--- src/rtl/decode_stage_pkg.sv ---
// Shared RV32I decode constants: opcodes, funct fields, operand selects, immediate formats
// and the ALU op codes consumed by execute.
package decode_stage_pkg;

  localparam logic [6:0] OPC_OP       = 7'b0110011;
  localparam logic [6:0] OPC_OP_IMM   = 7'b0010011;
  localparam logic [6:0] OPC_LUI      = 7'b0110111;
  localparam logic [6:0] OPC_AUIPC    = 7'b0010111;
  localparam logic [6:0] OPC_LOAD     = 7'b0000011;
  localparam logic [6:0] OPC_STORE    = 7'b0100011;
  localparam logic [6:0] OPC_BRANCH   = 7'b1100011;
  localparam logic [6:0] OPC_JAL      = 7'b1101111;
  localparam logic [6:0] OPC_JALR     = 7'b1100111;
  localparam logic [6:0] OPC_MISC_MEM = 7'b0001111;
  localparam logic [6:0] OPC_SYSTEM   = 7'b1110011;

  localparam logic [2:0] F3_ADD_SUB = 3'd0;
  localparam logic [2:0] F3_SLL     = 3'd1;
  localparam logic [2:0] F3_SLT     = 3'd2;
  localparam logic [2:0] F3_SLTU    = 3'd3;
  localparam logic [2:0] F3_XOR     = 3'd4;
  localparam logic [2:0] F3_SRL_SRA = 3'd5;
  localparam logic [2:0] F3_OR      = 3'd6;
  localparam logic [2:0] F3_AND     = 3'd7;

  localparam logic [2:0] F3_BEQ  = 3'd0;
  localparam logic [2:0] F3_BNE  = 3'd1;
  localparam logic [2:0] F3_BLT  = 3'd4;
  localparam logic [2:0] F3_BGE  = 3'd5;
  localparam logic [2:0] F3_BLTU = 3'd6;
  localparam logic [2:0] F3_BGEU = 3'd7;

  localparam logic [6:0] F7_BASE = 7'h00;
  localparam logic [6:0] F7_ALT  = 7'h20;

  localparam logic [1:0] A_SEL_RS1  = 2'd0;
  localparam logic [1:0] A_SEL_PC   = 2'd1;
  localparam logic [1:0] A_SEL_ZERO = 2'd2;
  localparam logic       B_SEL_RS2  = 1'b0;
  localparam logic       B_SEL_IMM  = 1'b1;

  localparam logic [3:0] ALU_ADD     = 4'd0;
  localparam logic [3:0] ALU_SUB     = 4'd1;
  localparam logic [3:0] ALU_SLL     = 4'd2;
  localparam logic [3:0] ALU_SLT     = 4'd3;
  localparam logic [3:0] ALU_SLTU    = 4'd4;
  localparam logic [3:0] ALU_XOR     = 4'd5;
  localparam logic [3:0] ALU_SRL     = 4'd6;
  localparam logic [3:0] ALU_SRA     = 4'd7;
  localparam logic [3:0] ALU_OR      = 4'd8;
  localparam logic [3:0] ALU_AND     = 4'd9;
  localparam logic [3:0] ALU_NOP     = 4'd14;
  localparam logic [3:0] ALU_INVALID = 4'd15;

  typedef enum logic [2:0] {ImmI, ImmS, ImmB, ImmU, ImmJ} imm_type_e;

  typedef struct packed {
    logic [3:0] alu_sel;
    logic [1:0] a_sel;
    logic       b_sel;
    logic       rd_we;
    logic       mem_rd;
    logic       mem_wr;
    logic       branch;
    logic       jump;
    logic       illegal;
  } ctrl_t;

  localparam ctrl_t CTRL_RESET = '{alu_sel: ALU_NOP, a_sel: 2'd0, b_sel: 1'b0, rd_we: 1'b0,
                                   mem_rd: 1'b0, mem_wr: 1'b0, branch: 1'b0, jump: 1'b0,
                                   illegal: 1'b0};

  // Base-encoding (funct7 = 0) register/immediate op for a funct3 value.
  function automatic logic [3:0] alu_from_funct3(input logic [2:0] funct3);
    logic [3:0] op;
    case (funct3)
      F3_ADD_SUB: op = ALU_ADD;
      F3_SLL:     op = ALU_SLL;
      F3_SLT:     op = ALU_SLT;
      F3_SLTU:    op = ALU_SLTU;
      F3_XOR:     op = ALU_XOR;
      F3_SRL_SRA: op = ALU_SRL;
      F3_OR:      op = ALU_OR;
      default:    op = ALU_AND;
    endcase
    return op;
  endfunction

endpackage

--- src/rtl/decode_stage_imm_gen.sv ---
// Combinational RV32I immediate extraction; opcode bits are not needed so only [31:7] enter.
module decode_stage_imm_gen
  import decode_stage_pkg::*;
#(
  parameter int unsigned DATA_WIDTH = 32
) (
  input  logic [31:7]           i_instr,
  input  imm_type_e             i_imm_type,
  output logic [DATA_WIDTH-1:0] o_imm
);

  logic [31:0] w_imm;

  always_comb begin
    w_imm = '0;
    case (i_imm_type)
      ImmI: w_imm = {{20{i_instr[31]}}, i_instr[31:20]};
      ImmS: w_imm = {{20{i_instr[31]}}, i_instr[31:25], i_instr[11:7]};
      ImmB: w_imm = {{19{i_instr[31]}}, i_instr[31], i_instr[7], i_instr[30:25],
                     i_instr[11:8], 1'b0};
      ImmU: w_imm = {i_instr[31:12], 12'b0};
      ImmJ: w_imm = {{11{i_instr[31]}}, i_instr[31], i_instr[19:12], i_instr[20],
                     i_instr[30:21], 1'b0};
      default: w_imm = '0;
    endcase
  end

  assign o_imm = DATA_WIDTH'($signed(w_imm));

endmodule

--- src/rtl/decode_stage.sv ---
// Registered RV32I decode stage: valid/ready input, one-deep output register feeding execute.
module decode_stage
  import decode_stage_pkg::*;
#(
  parameter int unsigned           DATA_WIDTH = 32,
  parameter logic [DATA_WIDTH-1:0] RESET_PC   = '0
) (
  input  logic                  clk,
  input  logic                  rst,
  input  logic                  in_valid,
  output logic                  in_ready,
  input  logic [31:0]           in_instr,
  input  logic [DATA_WIDTH-1:0] in_pc,
  input  logic                  flush,
  output logic                  out_valid,
  input  logic                  out_ready,
  output logic [3:0]            out_alu_sel,
  output logic [1:0]            out_a_sel,
  output logic                  out_b_sel,
  output logic [DATA_WIDTH-1:0] out_imm,
  output logic [4:0]            out_rs1,
  output logic [4:0]            out_rs2,
  output logic [4:0]            out_rd,
  output logic                  out_rd_we,
  output logic                  out_mem_rd,
  output logic                  out_mem_wr,
  output logic                  out_branch,
  output logic                  out_jump,
  output logic                  out_illegal,
  output logic [DATA_WIDTH-1:0] out_pc
);

  logic [6:0]            w_opcode;
  logic [2:0]            w_funct3;
  logic [6:0]            w_funct7;
  logic                  w_legal;
  logic                  w_in_fire;
  ctrl_t                 w_ctrl;
  imm_type_e             w_imm_type;
  logic [DATA_WIDTH-1:0] w_imm;

  logic                  r_valid;
  ctrl_t                 r_ctrl;
  logic [DATA_WIDTH-1:0] r_imm;
  logic [4:0]            r_rs1;
  logic [4:0]            r_rs2;
  logic [4:0]            r_rd;
  logic [DATA_WIDTH-1:0] r_pc;

  assign w_opcode = in_instr[6:0];
  assign w_funct3 = in_instr[14:12];
  assign w_funct7 = in_instr[31:25];

  always_comb begin
    w_ctrl         = '0;
    w_ctrl.alu_sel = ALU_ADD;
    w_imm_type     = ImmI;
    w_legal        = 1'b1;
    case (w_opcode)
      OPC_OP: begin
        w_ctrl.rd_we = 1'b1;
        if (w_funct7 == F7_BASE) w_ctrl.alu_sel = alu_from_funct3(w_funct3);
        else if (w_funct7 == F7_ALT && w_funct3 == F3_ADD_SUB) w_ctrl.alu_sel = ALU_SUB;
        else if (w_funct7 == F7_ALT && w_funct3 == F3_SRL_SRA) w_ctrl.alu_sel = ALU_SRA;
        else w_legal = 1'b0;
      end
      OPC_OP_IMM: begin
        w_ctrl.rd_we   = 1'b1;
        w_ctrl.b_sel   = B_SEL_IMM;
        w_ctrl.alu_sel = alu_from_funct3(w_funct3);
        // Shift-immediates reuse imm[11:5] as funct7.
        if (w_funct3 == F3_SLL && w_funct7 != F7_BASE) w_legal = 1'b0;
        if (w_funct3 == F3_SRL_SRA) begin
          if (w_funct7 == F7_ALT) w_ctrl.alu_sel = ALU_SRA;
          else if (w_funct7 != F7_BASE) w_legal = 1'b0;
        end
      end
      OPC_LUI, OPC_AUIPC: begin
        w_ctrl.rd_we = 1'b1;
        w_ctrl.a_sel = (w_opcode == OPC_LUI) ? A_SEL_ZERO : A_SEL_PC;
        w_ctrl.b_sel = B_SEL_IMM;
        w_imm_type   = ImmU;
      end
      OPC_LOAD: begin
        w_ctrl.rd_we  = 1'b1;
        w_ctrl.mem_rd = 1'b1;
        w_ctrl.b_sel  = B_SEL_IMM;
        w_legal       = w_funct3 inside {3'd0, 3'd1, 3'd2, 3'd4, 3'd5};
      end
      OPC_STORE: begin
        w_ctrl.mem_wr = 1'b1;
        w_ctrl.b_sel  = B_SEL_IMM;
        w_imm_type    = ImmS;
        w_legal       = (w_funct3 <= 3'd2);
      end
      OPC_BRANCH: begin
        w_ctrl.branch = 1'b1;
        w_imm_type    = ImmB;
        case (w_funct3)
          F3_BEQ, F3_BNE:   w_ctrl.alu_sel = ALU_SUB;
          F3_BLT, F3_BGE:   w_ctrl.alu_sel = ALU_SLT;
          F3_BLTU, F3_BGEU: w_ctrl.alu_sel = ALU_SLTU;
          default:          w_legal = 1'b0;
        endcase
      end
      OPC_JAL: begin
        w_ctrl.rd_we = 1'b1;
        w_ctrl.jump  = 1'b1;
        w_ctrl.a_sel = A_SEL_PC;
        w_ctrl.b_sel = B_SEL_IMM;
        w_imm_type   = ImmJ;
      end
      OPC_JALR: begin
        w_ctrl.rd_we = 1'b1;
        w_ctrl.jump  = 1'b1;
        w_ctrl.b_sel = B_SEL_IMM;
        w_legal      = (w_funct3 == 3'd0);
      end
      OPC_MISC_MEM, OPC_SYSTEM: w_ctrl.alu_sel = ALU_NOP;
      default: w_legal = 1'b0;
    endcase
    // Illegal words become an inert bundle so execute never acts on them.
    if (!w_legal) begin
      w_ctrl         = '0;
      w_ctrl.alu_sel = ALU_INVALID;
      w_ctrl.illegal = 1'b1;
    end
    if (in_instr[11:7] == 5'd0) w_ctrl.rd_we = 1'b0;
  end

  decode_stage_imm_gen #(
    .DATA_WIDTH(DATA_WIDTH)
  ) u_imm_gen (
    .i_instr   (in_instr[31:7]),
    .i_imm_type(w_imm_type),
    .o_imm     (w_imm)
  );

  assign in_ready  = !r_valid || out_ready;
  assign w_in_fire = in_valid && in_ready;

  always_ff @(posedge clk or posedge rst) begin
    if (rst) begin
      r_valid <= 1'b0;
      r_ctrl  <= CTRL_RESET;
      r_imm   <= '0;
      r_rs1   <= '0;
      r_rs2   <= '0;
      r_rd    <= '0;
      r_pc    <= RESET_PC;
    end else if (flush) begin
      r_valid <= 1'b0;
    end else if (w_in_fire) begin
      r_valid <= 1'b1;
      r_ctrl  <= w_ctrl;
      r_imm   <= w_imm;
      r_rs1   <= in_instr[19:15];
      r_rs2   <= in_instr[24:20];
      r_rd    <= in_instr[11:7];
      r_pc    <= in_pc;
    end else if (out_ready) begin
      r_valid <= 1'b0;
    end
  end

  assign out_valid   = r_valid;
  assign out_alu_sel = r_ctrl.alu_sel;
  assign out_a_sel   = r_ctrl.a_sel;
  assign out_b_sel   = r_ctrl.b_sel;
  assign out_rd_we   = r_ctrl.rd_we;
  assign out_mem_rd  = r_ctrl.mem_rd;
  assign out_mem_wr  = r_ctrl.mem_wr;
  assign out_branch  = r_ctrl.branch;
  assign out_jump    = r_ctrl.jump;
  assign out_illegal = r_ctrl.illegal;
  assign out_imm     = r_imm;
  assign out_rs1     = r_rs1;
  assign out_rs2     = r_rs2;
  assign out_rd      = r_rd;
  assign out_pc      = r_pc;

endmodule
--- config.mk ---
export PLATFORM = sky130hd
export DESIGN_NAME = decode_stage
export DESIGN_NICKNAME = d
export VERILOG_FILES = /design/src/rtl/decode_stage_pkg.sv /design/src/rtl/decode_stage_imm_gen.sv /design/src/rtl/decode_stage.sv
export SDC_FILE = /design/constraint.sdc
export NUM_CORES = 1
export LEC_CHECK = 0
export BUFFER_PORTS_ARGS = -buffer_cell sky130_fd_sc_hd__buf_2
export CORE_MARGIN = 4
export CORE_UTILIZATION = 49
export CTS_CLUSTER_SIZE = 28
export DETAILED_ROUTE_END_ITERATION = 8
export PLACE_DENSITY = 0.82
export SLEW_MARGIN = 20
export SYNTH_ARGS = -nofsm -noshare
export SYNTH_HDL_FRONTEND = slang
export SYNTH_SLANG_ARGS = --single-unit
--- constraint.sdc ---
create_clock -name clk -period 3.53 [get_ports clk]
set_input_delay 0.5295 -clock clk [delete_from_list [all_inputs] [get_ports clk]]
set_output_delay 0.5295 -clock clk [all_outputs]
set_load 0.02 [all_outputs]
==> metrics <==
setup bufs post-CTS=0; sequential fraction of the synthesis area=55.1%; cell type with the highest aggregate area in the netlist=dfrtp_1; reg2reg setup slack=~1.8 ns; Gate Count Post-Synth=479; Max Freq=~0.45 GHz; mean area per synthesized cell=8.83 µm²; Worst Setup Start Kind=input port; via count=3848; compound-gate portion of the synthesized area=between 10 and 15%; post-synthesis mux area share=0.266%; initial cell density of the core=51.0%; DRC=0; die area=10200 µm²; Yosys top cell area share=53.2%; Slew Limit Headroom=between 40% and 50%; Synth async-reset ratio=100%; Peak VDD IR=0.000233 V; sw power=around 0.89 mW; Worst Setup EP=out_imm[21]; Crit. End Element=flip-flop; TritonCTS Buffers=9; ANT nets after route=0; WL/cell=15.8 µm; Synth Net Count=548; post-synthesis register bit count=93; status=completed; Core Region=8300 µm²; CTS tree=done; post-synthesis adder-cell area fraction=0%; Crit. Startpoint=in_instr[4]; Sink Count=93; Pleak=between 2 and 3 nW; share of layout cells above drive strength 1=32.0%; wirelength, routed=11.6 mm; nets=692; Buffers on Ports=~160; largest net degree at the start of global routing=117; cts repair resizes=0; global-route wire length before repair=18.7 mm; pre-CTS setup slack=0.904 ns; Slew Limit Fails=0; Yosys Warn Count=0; Inst Count DP=717; vias in the first global route=3809; Finished Layout Cells=733; Cell Area, Synth=approximately 4200 µm²; Seq pwr share=47.3%; Die H=a little over 100 µm; Net Sw Frac=32.9%; Clock Power Share=29.1%; Synth cell types=58; hold buffer count at CTS=0; Worst-Skew Late Latency=between 0.3 and 0.4 ns; Slew @ Worst Pin=0.784 ns; Detailed Route Iter0 Violations=161; CTS max path bufs=2; largest family of logic cells by synthesized area=simple AND/OR/NAND/NOR gates; die width=101 µm; Area Overhead vs Synth=24.9%; Std-Cell Rows=33; clk root buf=clkbuf_8; GRT Residual Overflow=0; GPL Wtd Cong=0.859; WP data required=3.75 ns; Tot GR Track Use=23.2%; Logic pwr share=23.6%; prevailing post-synth register cell=dfrtp_1; top cells by area, synth=dfrtp_1 53%, nand2_1 17%, a21oi_1 2.7%, o21ai_0 2.7%, nor2_1 2.3%; RSZ-0062 raised after global routing=no; crit path DAT=2.46 ns; Reg2Reg Capture Point=out_alu_sel[2]; FF-to-FF path depth=6; met2 Use GR=36.5%; largest fanout on the critical path=20; diode count=0; Hold Fails Final Rpt=0; min Tclk post-route=2.24 ns; Cell Pwr Density=513 nW/µm²; final setup violation count=0; met1 Resource Use GR=31.7%; total power=approximately 2.7 mW; WS Path Type=input port to flip-flop; Post-synth EDFFs=0; Via density=5.25; initial antenna violation count=0; simple-gate share of the synthesized area=26.2%; final core occ=63.7%; CTS HTree Levels=3; clock slew at reported path FFs=approximately 0.1 ns; period utilization=between 60% and 70%; Int Pwr=1.82 mW; worst reg2reg startpoint=out_valid; drt pass-1 iters=4; clk_skew=0.00767 ns; Fin Setup TNS=0 ns; Post-Synth XOR/XNOR Area=less than 1%; Boundary Pins=around 160; post-detail-place hpwl=8.46 mm; met3 Usage GRT=roughly 4.4%; Hold Crit Class=input port to asynchronous set/reset pin; gr busiest metal=met2; max-cap violations=0; Worst Slack Setup Final=1.29 ns; Fillers=720
## how the worst min path moves through the flow
stage / from / to / slack, ns / depth (start not counted)
finish: rst / out_pc[9] / 0.09 / 2
global placement: out_pc[27] / out_pc[27] / 0.45 / 2
detailed placement: out_rs2[3] / out_rs2[3] / 0.46 / 2
global route: rst / out_pc[12] / 0.10 / 2
floorplan: out_alu_sel[1] / out_alu_sel[1] / 0.53 / 2
CTS: rst / out_pc[9] / 0.09 / 2
## critical path: stages
cell and delay [ns]:
buf_2 0.21, or3b_4 0.43, nor2_2 0.61, nor2b_1 0.36, a21oi_1 0.22, o21ai_1 0.09
## cells in the mapped netlist, types with 2 or more instances
library cell  number
nand4b_1           2
buf_4              2
nand2b_1           2
a21oi_1           23
nand2_1          191
dfstp_2            3
a31oi_1            6
buf_6              2
a21oi_2            2
nand4_1            3
nor2b_1            5
nor3_1             2
nor2_1            26
buf_2             13
clkbuf_1          16
nand3_1            2
o21ai_1           14
a221oi_2           4
dfrtp_1           90
a21boi_0           2
nand3b_1           2
o31ai_1            4
o21ai_0           23
and2_1             2
inv_1              3
and3b_1            3
## area by class of cell
cell class	count	area (µm²)	share of cell area, %
clock buffers	9	124	2.34
clock inverters	7	97.6	1.85
inverters	3	13.8	0.261
multi-input cells	350	1730	32.8
flip-flops and latches	93	2330	44.1
well taps	105	131	2.49
repair buffers	166	853	16.2
## state kept, by name, indices dropped and copies added (netlist names), 2 cells and up
name         count
out_rd           5
out_a_sel        2
out_alu_sel      4
out_rs1          5
out_pc          32
out_imm         32
out_rs2          5
## power by group through the flow
| stage | logic, mW | registers [mW] | clock network [mW] |
|---|---|---|---|
| 2_1_floorplan | 0.208 | 1.47 | 0 |
| 3_3_place_gp | 0.629 | 1.29 | 0 |
| 3_5_place_dp | 0.647 | 1.30 | 0 |
| 4_1_cts | 0.646 | 1.28 | 0.805 |
| 5_1_grt | 0.704 | 1.30 | 0.848 |
| 6_report | 0.639 | 1.28 | 0.788 |
## kinds of logic (layout without fill, tap and decap cells)
| kind of cell | after synthesis | count (layout) |
|---|---|---|
| flip-flops | 93 | 93 |
| AO/OA/AOI/OAI | 92 | 92 |
| AND/OR/NAND/NOR | 255 | 255 |
| multiplexers | 1 | 1 |
| buffers and inverters | 36 | 185 |
| XOR/XNOR | 2 | 2 |
## metal layers
metal | share of wire, % | vias to the layer above
met5 | 0 | -
met4 | 3.1 | 0
met3 | 7.5 | 29
met2 | 47 | 154
met1 | 42 | 1798
li1 | - | 1867
## per-stage QoR
stage	hold WS, ns	area [µm²]
after floorplan	0.532	4230
after global placement	0.451	5060
after detailed placement	0.457	5060
after CTS	0.0931	5280
after global routing	0.104	5280
final	0.0950	5280
## placed cells by master, fill, tap and decap left out, types with 2 or more instances in the layout
cell type    n
clkinv_2     2
o21ai_1     14
and3b_1      3
a21oi_2      2
buf_4        3
o31ai_1      4
a21boi_0     2
nand3b_1     2
nor2b_1      5
nor3_1       2
nand2_1    191
nor2_1      26
buf_2      162
nand4_1      3
nand2b_1     2
nand4b_1     2
nand3_1      2
bufinv_16    2
a221oi_2     4
and2_1       2
dfrtp_1     90
clkbuf_8     9
a31oi_1      6
a21oi_1     23
o21ai_0     23
dfstp_2      3
inv_1        2
(Power assumes the default switching activity.)
